## src/rtl/regfile_write_queue_pkg.sv

```systemverilog
// regfile_write_queue_pkg: shared defaults and the queue entry layout
package regfile_write_queue_pkg;
  localparam int NUM_REGS_DEF = 16;
  localparam int DATA_W_DEF = 16;
  typedef struct packed {
    logic [$clog2(NUM_REGS_DEF)-1:0] regId;
    logic [DATA_W_DEF-1:0] data;
  } entry_t;
endpackage

```

## src/rtl/regfile_write_queue_onehot_decoder.sv

```systemverilog
// onehot_decoder: enabled binary-to-one-hot decode, all-zero when disabled
module onehot_decoder #(
  parameter int ADDR_W = 4,
  parameter int NUM_OUT = 16
) (
  input  logic              en,
  input  logic [ADDR_W-1:0] addr,
  output logic [NUM_OUT-1:0] onehot
);
  always_comb onehot = en ? (NUM_OUT'(1) << addr) : '0;
endmodule

```

## src/rtl/regfile_write_queue.sv

```systemverilog
// regfile_write_queue: circular write FIFO draining one write per cycle into a register file,
// with youngest-match forwarding over the queued entries.
module regfile_write_queue import regfile_write_queue_pkg::*; #(
  parameter int NUM_REGS = NUM_REGS_DEF,
  parameter int DATA_W = DATA_W_DEF,
  parameter int DEPTH = 4,
  parameter bit ZERO_REG_EN = 1'b0,
  localparam int ADDR_W = $clog2(NUM_REGS),
  localparam int CNT_W = $clog2(DEPTH) + 1
) (
  input  logic                clk,
  input  logic                rst,
  input  logic                flush,
  input  logic                wr_valid,
  output logic                wr_ready,
  input  logic [ADDR_W-1:0]   wr_reg_id,
  input  logic [DATA_W-1:0]   wr_data,
  input  logic                drain_en,
  output logic [NUM_REGS-1:0] wordline,
  output logic [DATA_W-1:0]   wl_data,
  input  logic [ADDR_W-1:0]   rd_reg_id,
  output logic                rd_hit,
  output logic [DATA_W-1:0]   rd_data,
  output logic [CNT_W-1:0]    count
);
  localparam int PTR_W = $clog2(DEPTH);
  typedef struct packed {
    logic [ADDR_W-1:0] regId;
    logic [DATA_W-1:0] data;
  } slot_t;
  slot_t mem [DEPTH];
  logic [PTR_W-1:0] head, tail, idx;
  logic push, pop, accept;
  assign wr_ready = !rst && count != CNT_W'(DEPTH) && !flush;
  assign accept = wr_valid && wr_ready;
  // A handshake to a hard-wired register 0 completes but stores nothing
  assign push = accept && !(ZERO_REG_EN && wr_reg_id == '0);
  assign pop = drain_en && count != '0;
  assign wl_data = pop ? mem[head].data : '0;
  onehot_decoder #(.ADDR_W(ADDR_W), .NUM_OUT(NUM_REGS)) uDec (
    .en(pop),
    .addr(mem[head].regId),
    .onehot(wordline)
  );
  always_ff @(posedge clk or posedge rst)
    if (rst) begin
      head <= '0;
      tail <= '0;
      count <= '0;
    end else if (flush) begin
      head <= '0;
      tail <= '0;
      count <= '0;
    end else begin
      if (push) tail <= tail + 1'b1;
      if (pop) head <= head + 1'b1;
      count <= count + CNT_W'(push) - CNT_W'(pop);
    end
  always_ff @(posedge clk)
    if (push) mem[tail] <= '{regId: wr_reg_id, data: wr_data};
  // Scan oldest to youngest so the last valid match is the one reported
  always_comb begin
    rd_hit = 1'b0;
    rd_data = '0;
    idx = head;
    for (int i = 0; i < DEPTH; i++) begin
      idx = head + PTR_W'(i);
      if (CNT_W'(i) < count && mem[idx].regId == rd_reg_id) begin
        rd_hit = 1'b1;
        rd_data = mem[idx].data;
      end
    end
  end
endmodule
```

## config.mk

```make
export PLATFORM = sky130hd
export DESIGN_NAME = regfile_write_queue
export DESIGN_NICKNAME = d
export VERILOG_FILES = /design/src/rtl/regfile_write_queue_pkg.sv /design/src/rtl/regfile_write_queue_onehot_decoder.sv /design/src/rtl/regfile_write_queue.sv
export SDC_FILE = /design/constraint.sdc
export NUM_CORES = 1
export LEC_CHECK = 0
export ABC_AREA = 1
export CORE_ASPECT_RATIO = 1.1
export CORE_MARGIN = 1
export CORE_UTILIZATION = 35
export DETAILED_ROUTE_END_ITERATION = 10
export PLACE_DENSITY = 0.52
export SLEW_MARGIN = 5
export SYNTH_ARGS = -nofsm -noshare
export SYNTH_HDL_FRONTEND = slang
export SYNTH_SLANG_ARGS = --single-unit
```

## constraint.sdc

```tcl
create_clock -name clk -period 3 [get_ports clk]
set_input_delay 0.45 -clock clk [delete_from_list [all_inputs] [get_ports clk]]
set_output_delay 0.45 -clock clk [all_outputs]
set_load 0.1 [all_outputs]
```

==> reports/metrics.yaml, run 1 <==
synth:
  ys_types: 32
  syn_area_um2: 6016
  synth.most_common_cell: "nand2_1"
  syn_nets: 891
  yosys-top-cells-count: "352 x nand2_1, 103 x o21ai_0, 96 x nor2_1"
  ys_ff_latch: 87
  synth_edf_count: 80
  yosysSeqAreaShare_pct: 42.85
  syn_area_per_cell_um2: 7.052
  yosys_warnings: 0
  async_reset_ff_share_pct: 8.046
  synth_ff_type: "edfxtp_1"
  yosys.area.top_type: "edfxtp_1"
  ys_top_cells_by_area: "edfxtp_1 40%, nand2_1 22%, o21ai_0 8.6%"
  synth_top_area_share_pct: 39.93
  netlist_instances: 853
power:
  cellPowerDensity_nw_per_um2: 1008
  power.switching_w: 0.004612
  p_leak_nw: 3.748
  pwr-share-seq_pct: 16.5
  max-vdd-ir-drop_mv: 0.7216
  p_comb_share_pct: 68.9
  p_int_w: 0.004300
  power.share.clock_pct: 14.6
  netSwitchingFraction_pct: 51.75
  power_w: 0.008912
clock_network:
  cts_tree: "yes"
  ctsRootBufferMaster: "clkbuf_16"
  cts_buffers: 9
  htreeDepth: 3
  cts.clk_slew.worst_paths_ps: 60
  cts_sinks: 87
  cts.path.max_buffers: 2
  clkLatencyLatePin_ps: 350
detailed_routing:
  vias_per_cell: 5.157
  ant_nets: 0
  drt_iter0_markers: 299
  wl_mm: 19.69
  wire_per_inst_um: 16.87
  route.detailed.drc: 0
  firstDrtPassIters: 5
  vias: 6018
place:
  port_buffers: 81
  placed_area_um2: 7591
  detailed_place_hpwl_mm: 12.05
  gp_congestion: 0.8268
  post-place-cells: 1115
timing:
  fin_worst_skew_ps: 4.464
  setup_violations: 9
  worst_pin_slew_ps: 501.2
  period_needed_ps: 3052
  drv_slew: 0
  finalCritPeriodShare_pct: 101.7
  fmax_mhz: 327.7
  slew_headroom_pct: 66.23
  rsz0062_at_grt: "true"
  final_hold_viol_count: 0
  fin_ws_ps: -51.60
  whs_ps: 442.4
min_path:
  hold_path.class: "in2async"
setup_path:
  r2r-start: "count[2]$_DFF_PP0_"
  worstReg2RegEnd: "count[2]$_DFF_PP0_"
  setup.worst_path.end_class: "output pin"
  reg2regPathDepth: 9
  startpoint_type: "flip-flop"
  crit_type: "reg2out"
  rrSetupSlack_ps: 730
  arrival_ps: 2600
  cp_data_required_time_ps: 2550
  critPathMaxFanout: 23
layout:
  post-route-cell-area_um2: 8841
  areaGrowthSynthToFinish_pct: 46.96
  multi_input_area_um2: 3408
  seq_area_um2: 2591
  fillerInstances: 1526
  antenna_cells: 0
  drive_gt1_share_pct: 26.38
  finalNetCount: 996
  fin_cells: 1167
grt:
  grt_max_degree: 79
  grt_usage_pct: 21.25
  antenna_found_initial: 0
  grt_pass1_wl_mm: 28.47
  grt_pass1_vias: 5490
  grt_overflow_total: 0
floorplanning:
  die_x_um: 127
  start_util_pct: 36.34
  pin_count: 82
  core_area_um2: 16550
  die_y_um: 139.5
  die_area_um2: 17720
  num_rows: 49
flow_run:
  cap_violations: 0
status:
  violations: "setup timing"
  outcome: "finished, violations left"
==> per-stage QoR <==
step / TNS [ps] / setup WS [ps] / utilization (%)
after floorplan: -4364 / -188.1 / -
after global placement: 0 / 191.8 / 45.86
after detailed placement: 0 / 182.4 / 45.86
after CTS: -0.4805 / -0.4805 / 49.16
after global routing: -2044 / -174.1 / 53.41
final: -163.1 / -51.60 / 53.41
==> metal layers <==
metal	routed length [um]	share of wire (%)	track usage, %	vias to the layer above
met5	0	0	0	-
met4	657	3.3	11.53	0
met1	8038	41	25.10	2784
met2	10010	51	36.76	201
li1	-	-	-	2980
met3	985	5.0	3.499	53
==> cell type report <==
cell class | instances | area share (%)
multi-input combinational | 658 | 38.55
inverter | 65 | 2.958
clock inverter | 7 | 1.359
clock buffer | 9 | 2.547
timing repair buffer | 136 | 22.26
timing repair inverter | 1 | 0.1274
sequential | 87 | 29.31
tap | 204 | 2.887
==> power groups by stage <==
stage | Combinational, W | Clock (W) | Sequential, W
6_report | 0.00614 | 0.00130 | 0.00147
5_1_grt | 0.00652 | 0.00137 | 0.00147
4_1_cts | 0.00546 | 0.00133 | 0.00146
3_5_place_dp | 0.00515 | 0 | 0.00148
3_3_place_gp | 0.00512 | 0 | 0.00148
2_1_floorplan | 0.00345 | 0 | 0.00160
==> registers in the layout, indices dropped and copies added, names as in the netlist <==
name   cells
mem       80
count      3
head       2
tail       2
==> layout by cell type, fill, tap and decap left out, types with 5 or more instances in the layout <==
master / instances
nand2_1: 294
o21ai_0: 101
edfxtp_1: 80
nor2_1: 76
nand2_2: 58
inv_1: 58
buf_12: 56
nand3_1: 40
buf_4: 31
clkdlybuf4s50_1: 28
nand4_1: 18
nor2_2: 17
clkbuf_16: 15
buf_6: 11
nand3_2: 8
nor2_4: 7
ha_1: 6
nand3_4: 5
nand2_4: 5
==> how the worst max path moves through the flow <==
| stage | end | depth (start not counted) | slack, ps | startpoint |
|---|---|---|---|---|
| detailed placement | rd_data[0] | 12 | 180 | rd_reg_id[2] |
| finish | rd_data[0] | 14 | -50 | head[0]$_DFFE_PP0P_ |
| global route | rd_data[0] | 15 | -170 | head[0]$_DFFE_PP0P_ |
| global placement | rd_data[15] | 14 | 190 | head[0]$_DFFE_PP0P_ |
| floorplan | count[1]$_DFF_PP0_ | 9 | -190 | count[1]$_DFF_PP0_ |
| CTS | rd_data[6] | 10 | -0.5 | head[0]$_DFFE_PP0P_ |
==> logic make-up after synthesis <==
logic type,after synthesis,share of synthesized area [%]
fa+ha+maj,9,1.997
buf+inv,112,8.361
compound gates,113,9.817
flops,87,42.85
xor+xnor,3,0.7489
simple gates,529,36.23
==> worst max-delay path: stages, from the launching register on <==
cell and delay (ps):
dfrtp_2 480, buf_12 160, clkbuf_16 150, nand2_1 60, nand3_1 80, nand2_1 80, o21ai_0 250, nor2_1 110
nand3_2 110, buf_6 220, nor2_1 70, nor2_1 80, nand2_1 70, nand2_1 140, buf_12 190
==> timing repair <==
| item | 4_1_cts | 5_1_grt |
|---|---|---|
| buffers inserted | 8 | 15 |
| gates resized for setup | 23 | 119 |
| pin swaps | 6 | 25 |
| gates cloned | 4 | 9 |
| setup endpoints to repair | 17 | 20 |
| hold endpoints to repair | 0 | 0 |
| hold buffers | 0 | 0 |
Note: power is estimated with default switching activity, not from simulation.
==> run 2: changes to the inputs <==
Settings changed: ABC_CLOCK_PERIOD_IN_PS set to 3000.
==> results of run 2 <==
Same layout as run 1: the final DEF is identical, and so are final timing and power.
